## config.mk

```make
export PLATFORM = sky130hd
export DESIGN_NAME = modinv_helper_xfer_flat
export DESIGN_NICKNAME = d
export VERILOG_FILES = /design/src/rtl/modinv_helper_xfer_if.sv /design/src/rtl/modinv_helper_xfer.sv /design/src/flat_wrapper.sv
export SDC_FILE = /design/constraint.sdc
export NUM_CORES = 1
export LEC_CHECK = 0
export BUFFER_PORTS_ARGS = -buffer_cell sky130_fd_sc_hd__buf_2
export CORE_UTILIZATION = 41
export DETAILED_ROUTE_END_ITERATION = 6
export GPL_TIMING_DRIVEN = 0
export PLACE_DENSITY = 0.75
export RECOVER_POWER = 50
export SYNTH_ARGS = -nofsm -noshare
export SYNTH_HDL_FRONTEND = slang
export SYNTH_SLANG_ARGS = --single-unit
```

## constraint.sdc

```tcl
create_clock -name clk -period 5.33 [get_ports clk]
set_input_delay 0.533 -clock clk [delete_from_list [all_inputs] [get_ports clk]]
set_output_delay 0.533 -clock clk [all_outputs]
set_load 0.005 [all_outputs]
```

## src/rtl/modinv_helper_xfer_if.sv

```systemverilog
// Operand-transfer bus: start handshake, source read port and destination write port.
interface modinv_helper_xfer_if #(
  parameter int unsigned OPERAND_ADDR_BITS = 3,
  parameter int unsigned BUFFER_ADDR_BITS  = 4,
  parameter int unsigned WORD_WIDTH        = 32
);
  logic                         ena;
  logic [1:0]                   mode;
  logic                         rdy;
  logic                         carry_out;
  logic [BUFFER_ADDR_BITS-1:0]  s_addr;
  logic [WORD_WIDTH-1:0]        s_din;
  logic [OPERAND_ADDR_BITS-1:0] d_addr;
  logic                         d_wren;
  logic [WORD_WIDTH-1:0]        d_dout;

  modport master (
    output ena, mode, s_din,
    input  rdy, carry_out, s_addr, d_addr, d_wren, d_dout
  );

  modport slave (
    input  ena, mode, s_din,
    output rdy, carry_out, s_addr, d_addr, d_wren, d_dout
  );
endinterface

```

## src/rtl/modinv_helper_xfer.sv

```systemverilog
// Copies an operand from a latency-L source buffer into a destination bank,
// optionally clearing, complementing or shifting it left by one bit.
module modinv_helper_xfer #(
  parameter int unsigned OPERAND_NUM_WORDS = 8,
  parameter int unsigned OPERAND_ADDR_BITS = 3,
  parameter int unsigned BUFFER_NUM_WORDS  = 9,
  parameter int unsigned BUFFER_ADDR_BITS  = 4,
  parameter int unsigned WORD_WIDTH        = 32,
  parameter int unsigned READ_LATENCY      = 1
) (
  input logic                clk,
  input logic                rst_n,
  modinv_helper_xfer_if.slave bus
);

  localparam int unsigned CNT_W = $clog2(OPERAND_NUM_WORDS + READ_LATENCY + 1);
  localparam logic [CNT_W-1:0] CNT_ONE   = CNT_W'(1);
  localparam logic [CNT_W-1:0] CNT_N     = CNT_W'(OPERAND_NUM_WORDS);
  localparam logic [CNT_W-1:0] CNT_WR0   = CNT_W'(READ_LATENCY + 1);
  localparam logic [CNT_W-1:0] CNT_LAST  = CNT_W'(OPERAND_NUM_WORDS + READ_LATENCY);

  typedef enum logic [1:0] {
    MODE_COPY  = 2'b00,
    MODE_CLEAR = 2'b01,
    MODE_SHL1  = 2'b10,
    MODE_NOT   = 2'b11
  } mode_e;

  // Elaboration-time sanity on the buffer geometry
  if (BUFFER_NUM_WORDS < OPERAND_NUM_WORDS) begin : g_bad_buffer
    $error("source buffer smaller than operand");
  end

  logic [CNT_W-1:0]             proc_cnt, cnt_nxt;
  mode_e                        mode_q, mode_nxt;
  logic                         shift_c, shift_c_nxt;
  logic                         carry_q, carry_nxt;
  logic [BUFFER_ADDR_BITS-1:0]  s_addr_q, s_addr_nxt;
  logic [OPERAND_ADDR_BITS-1:0] d_addr_q, d_addr_nxt;
  logic                         wren_c;
  logic [WORD_WIDTH-1:0]        dout_c;

  // State register
  always_ff @(posedge clk or negedge rst_n) begin
    if (!rst_n) begin
      proc_cnt <= '0;
      mode_q   <= MODE_COPY;
      shift_c  <= 1'b0;
      carry_q  <= 1'b0;
      s_addr_q <= '0;
      d_addr_q <= '0;
    end else begin
      proc_cnt <= cnt_nxt;
      mode_q   <= mode_nxt;
      shift_c  <= shift_c_nxt;
      carry_q  <= carry_nxt;
      s_addr_q <= s_addr_nxt;
      d_addr_q <= d_addr_nxt;
    end
  end

  // Next-state and output logic
  always_comb begin
    cnt_nxt     = proc_cnt;
    mode_nxt    = mode_q;
    shift_c_nxt = shift_c;
    carry_nxt   = carry_q;
    s_addr_nxt  = '0;
    d_addr_nxt  = '0;
    wren_c      = (proc_cnt >= CNT_WR0) && (proc_cnt <= CNT_LAST);
    dout_c      = bus.s_din;

    if (proc_cnt == '0) begin
      if (bus.ena) begin
        cnt_nxt     = CNT_ONE;
        mode_nxt    = mode_e'(bus.mode);
        shift_c_nxt = 1'b0;
      end
    end else if (proc_cnt == CNT_LAST) begin
      cnt_nxt = '0;
    end else begin
      cnt_nxt = proc_cnt + CNT_ONE;
    end

    // MSB of the word being written feeds the next word's LSB
    if (wren_c) begin
      shift_c_nxt = bus.s_din[WORD_WIDTH-1];
    end

    if (proc_cnt == CNT_LAST) begin
      carry_nxt = (mode_q == MODE_SHL1) ? bus.s_din[WORD_WIDTH-1] : 1'b0;
    end

    if ((cnt_nxt >= CNT_ONE) && (cnt_nxt <= CNT_N) && (mode_nxt != MODE_CLEAR)) begin
      s_addr_nxt = BUFFER_ADDR_BITS'(cnt_nxt - CNT_ONE);
    end

    if ((cnt_nxt >= CNT_WR0) && (cnt_nxt <= CNT_LAST)) begin
      d_addr_nxt = OPERAND_ADDR_BITS'(cnt_nxt - CNT_WR0);
    end

    case (mode_q)
      MODE_COPY:  dout_c = bus.s_din;
      MODE_CLEAR: dout_c = '0;
      MODE_SHL1:  dout_c = {bus.s_din[WORD_WIDTH-2:0], shift_c};
      MODE_NOT:   dout_c = ~bus.s_din;
      default:    dout_c = bus.s_din;
    endcase
  end

  assign bus.rdy       = (proc_cnt == '0);
  assign bus.carry_out = carry_q;
  assign bus.s_addr    = s_addr_q;
  assign bus.d_addr    = d_addr_q;
  assign bus.d_wren    = wren_c;
  assign bus.d_dout    = dout_c;

endmodule
```

## src/flat_wrapper.sv

```systemverilog
// flat-port wrapper written by rule: the top's interface ports become plain ports
module modinv_helper_xfer_flat 
#(
  parameter int unsigned OPERAND_NUM_WORDS = 8,
  parameter int unsigned OPERAND_ADDR_BITS = 3,
  parameter int unsigned BUFFER_NUM_WORDS  = 9,
  parameter int unsigned BUFFER_ADDR_BITS  = 4,
  parameter int unsigned WORD_WIDTH        = 32,
  parameter int unsigned READ_LATENCY      = 1
)
  (clk, rst_n, bus_ena, bus_mode, bus_s_din, bus_rdy, bus_carry_out, bus_s_addr, bus_d_addr, bus_d_wren, bus_d_dout);
  modinv_helper_xfer_if #(.OPERAND_ADDR_BITS(OPERAND_ADDR_BITS), .BUFFER_ADDR_BITS(BUFFER_ADDR_BITS), .WORD_WIDTH(WORD_WIDTH)) bus_i ();
  input logic clk;
  input logic rst_n;
  input wire logic [$bits(bus_i.ena)-1:0] bus_ena;
  input wire logic [$bits(bus_i.mode)-1:0] bus_mode;
  input wire logic [$bits(bus_i.s_din)-1:0] bus_s_din;
  output wire logic [$bits(bus_i.rdy)-1:0] bus_rdy;
  output wire logic [$bits(bus_i.carry_out)-1:0] bus_carry_out;
  output wire logic [$bits(bus_i.s_addr)-1:0] bus_s_addr;
  output wire logic [$bits(bus_i.d_addr)-1:0] bus_d_addr;
  output wire logic [$bits(bus_i.d_wren)-1:0] bus_d_wren;
  output wire logic [$bits(bus_i.d_dout)-1:0] bus_d_dout;
  assign bus_i.ena = bus_ena;
  assign bus_i.mode = bus_mode;
  assign bus_i.s_din = bus_s_din;
  assign bus_rdy = bus_i.rdy;
  assign bus_carry_out = bus_i.carry_out;
  assign bus_s_addr = bus_i.s_addr;
  assign bus_d_addr = bus_i.d_addr;
  assign bus_d_wren = bus_i.d_wren;
  assign bus_d_dout = bus_i.d_dout;
  modinv_helper_xfer #(.OPERAND_NUM_WORDS(OPERAND_NUM_WORDS), .OPERAND_ADDR_BITS(OPERAND_ADDR_BITS), .BUFFER_NUM_WORDS(BUFFER_NUM_WORDS), .BUFFER_ADDR_BITS(BUFFER_ADDR_BITS), .WORD_WIDTH(WORD_WIDTH), .READ_LATENCY(READ_LATENCY)) u_core (.clk(clk), .rst_n(rst_n), .bus(bus_i));
endmodule
```

==> results.txt <==
The post-synthesis share of cell area spent on and, or, nand and nor gates came out at 25.7%. TritonCTS built the clock tree. The tightest min-delay check is of the primary input to async pin type. The arrival time of data at the critical path endpoint is between 1.5 and 2 ns. The fraction of the mapped netlist area in compound gates is a little over a quarter.

The die covers 3730 um2. The share of flip-flops with an asynchronous set or reset after synthesis came out at 100%. The later pin in the worst-skew pair is clocked with a latency of 0.29 ns. The total iterations of the first detailed-routing run is 4. The worst voltage drop across the vdd grid came out at 0.383 mV. The via count of the first global-routing pass came to 1377. Counting the fill cells in the layout gives 334.

The final period utilization is 46.5%. After global routing the overflow that remains totals 0. After clock tree synthesis, the repair step resized 0 gates.

The layout overhead on the synthesized area is 31.6%. Of the synthesized area, sequential elements account for 26.2%. The hold-fix buffer count after cts came out at 0. The largest net degree at the start of global routing came out at 16. The synthesized netlist devotes 1.22% of its cell area to XOR and XNOR gates. 0 antenna diodes ended up in the layout. The analysis attributes to cell leakage a power of 0.933 nW. The count of yosys warnings during synthesis came out at 0. The post-CTS setup buffer count came out at 0. Setup repair after global routing left no endpoint under its margin. The critical path in this run is classified as flip-flop to output pin. The placement row count came out at 21. After layout, the worst setup slack is 2.85 ns. The number of failing hold endpoints at the final stage is 0. The post-synthesis cell area came out at 1430 um2. After clock tree synthesis, the clock-pin slew on the worst setup and hold paths is roughly 0.090 ns. The final-layout setup total negative slack is 0 ns.

The area of the core came out at 3340 um2. The mean instance size in the synthesized netlist is 7.54 um2. The final route contains 1662 vias. After technology mapping, the gate count stands at 190. In this run the power density over the cells is ~600 nW/um2. The library cells used most frequently in the layout, excluding fill and tap cells, are buf_2 (68), nor2_1 (37), clkbuf_1 (20), o21ai_0 (19), nand2_1 (17). After detailed routing, the total wire length is about 3900 um.

The initial DRC count is 67. Timing would allow up to 403 MHz. At the worst endpoint, the required time is around 4.8 ns. The routability congestion estimate came out at 0.863. The number of remaining DRC errors came out at 0. In this run the tightest slew margin relative to its limit is 45.0%. The largest family of logic cells by synthesized area is compound AO/OA/AOI/OAI gates. In the synthesized netlist the dominant register cell turns out to be dfrtp_1. The CTS buffer count is 3.

The chip height came out at 61.1 um. The number of sinks driven by the clock tree came out at 15. The tool flagged a number of max-cap violations equal to 0. The maximum clock path buffer count came out at 2. The cell at the root of the clock tree is clkbuf_4. Multiplexer cells account for 9.34% of the synthesized area. The flow ran to the end, and the final reports show no timing, DRC or antenna violations. The number of antenna violations at the first check in global routing came out at 0. The net count of the finished layout is 315.

The post-route minimum period came out at approximately 2.5 ns. between 70 and 80 I/O pins were placed. The number of pins exceeding their max-slew limit in the final report came to 0. The count of buffers added on input and output ports is 78. The number of flip-flops and latches in the synthesized netlist came out at 15. The setup skew after layout came out at between 0.002 and 0.0025 ns. The most common library cell in the layout ignoring fill and taps is buf_2. The kind of end point of the critical path is an output pin. The worst setup path is launched from a flip-flop. The pre-CTS worst setup slack is 3.06 ns. The width of the die is about 61 um. The share of post-route cells with drive strength above 1 is 32.0%.

The number of vias per cell after detailed routing is 5.23. The H-tree depth reported by CTS came out at 1. The first global-routing pass estimated 6130 um of wire. The adder and majority cell fraction of the synthesized area is 4.37%. The number of flops mapped to enable cells by yosys is 0.

For this configuration, the core starts out at a cell density of between 40% and 50%. The estimated wirelength of the detail-placed design is 3070 um. The post-detailed-route wirelength per cell is 12.4 um. For this run, the share of the core covered by cells in the final layout is a little under three fifths. The count of nets left with antenna violations once routing finished came out at 0. The top fanout value on the critical path came out at 10. The synthesized net count is about 230. The final setup violation count came out at 0. The overall track demand over capacity in global routing came out at 21.3%.

The transition at the pin with the smallest max-transition slack came out at 0.825 ns. The count of cell types in the netlist is around 40.
state kept, by name (all words and copies together), names as in the netlist:
signal,cells
u_core.mode_q,2
u_core.bus.carry_out,1
u_core.bus.d_addr,3
u_core.bus.s_addr,4
u_core.proc_cnt,4
u_core.shift_c,1
report_power, final:
part | internal (mW) | switching [mW]
Sequential | 0.168 | 0.0190
Clock | 0.0279 | 0.0388
Combinational | 0.362 | 0.492
Total | 0.558 | 0.550
Yosys cell counts, types with 2 or more instances:
library cell,number,area [um2]
nor3_1,3,15.0
mux2i_1,10,100
o221a_2,4,45.0
o21ai_0,19,95.1
ha_1,5,62.6
a211oi_1,6,45.0
o211ai_1,7,52.6
nor2_1,37,139
a21oi_1,9,45.0
xnor2_1,2,17.5
nor4_1,2,12.5
inv_1,6,22.5
nor2b_1,2,12.5
buf_2,3,15.0
clkbuf_1,8,30.0
nand2_1,17,63.8
o21a_1,3,22.5
dfrtp_1,15,375
nand2b_1,8,50.1
mux2_2,3,33.8
critical path, cell delays in order (launching register included):
cell      delay [ns]
dfrtp_1         0.38
clkbuf_1        0.22
nand2_1         0.31
clkbuf_1        0.40
nor2_1          0.08
a21oi_1         0.14
buf_2           0.13
cell type report:
cell class	instances	area, um2	share of cell area [%]
Buffer	13	58.8	3.12
Clock buffer	3	22.5	1.19
Clock inverter	1	5.00	0.265
Inverter	7	26.3	1.39
Multi-Input combinational cell	155	965	51.2
Sequential cell	15	375	19.9
Tap cell	46	57.6	3.05
Timing Repair Buffer	78	375	19.9
per-stage QoR:
stage	cells	hold slack, ns	cell area [um2]	total power [mW]
finish	318	0.308	1890	1.11
global placement	314	0.453	1880	1.04
global route	318	0.370	1890	1.25
detailed placement	314	0.457	1880	1.05
CTS	318	0.143	1910	1.13
floorplan	190	0.237	1430	0.772
routing by layer:
metal  share of wire [%]  routed length [um]  GRT usage [%]
met5                   0                   0              0
met4                0.86                  34           4.87
met3                 7.1                 279           2.94
met2                  47                1870           39.1
met1                  45                1770           26.2
logic make-up (layout without fill, tap and decap cells):
group | after synthesis | in the layout
buffers and inverters | 20 | 102
multiplexers | 13 | 13
AND/OR/NAND/NOR | 79 | 79
XOR/XNOR | 2 | 2
AO/OA/AOI/OAI | 56 | 56
adder cells (fa/ha/maj) | 5 | 5
flip-flops | 15 | 15
worst paths after layout:
| path | start | to | depth (start not counted) | slack [ns] |
|---|---|---|---|---|
| max | u_core.mode_q[1] | bus_d_dout[26] | 6 | 2.85 |
| min | rst_n | u_core.proc_cnt[2] | 1 | 0.31 |
| max reg2reg | u_core.proc_cnt[1] | u_core.bus.s_addr[3] | 9 | 2.94 |
| min reg2reg | u_core.bus.carry_out | u_core.bus.carry_out | 1 | 0.52 |
| max in group asynchronous | rst_n | u_core.proc_cnt[1] | 1 | 4.51 |
| min in group clk | bus_mode[0] | u_core.mode_q[0] | 2 | 0.50 |
Power figures use the tool's default switching activity.
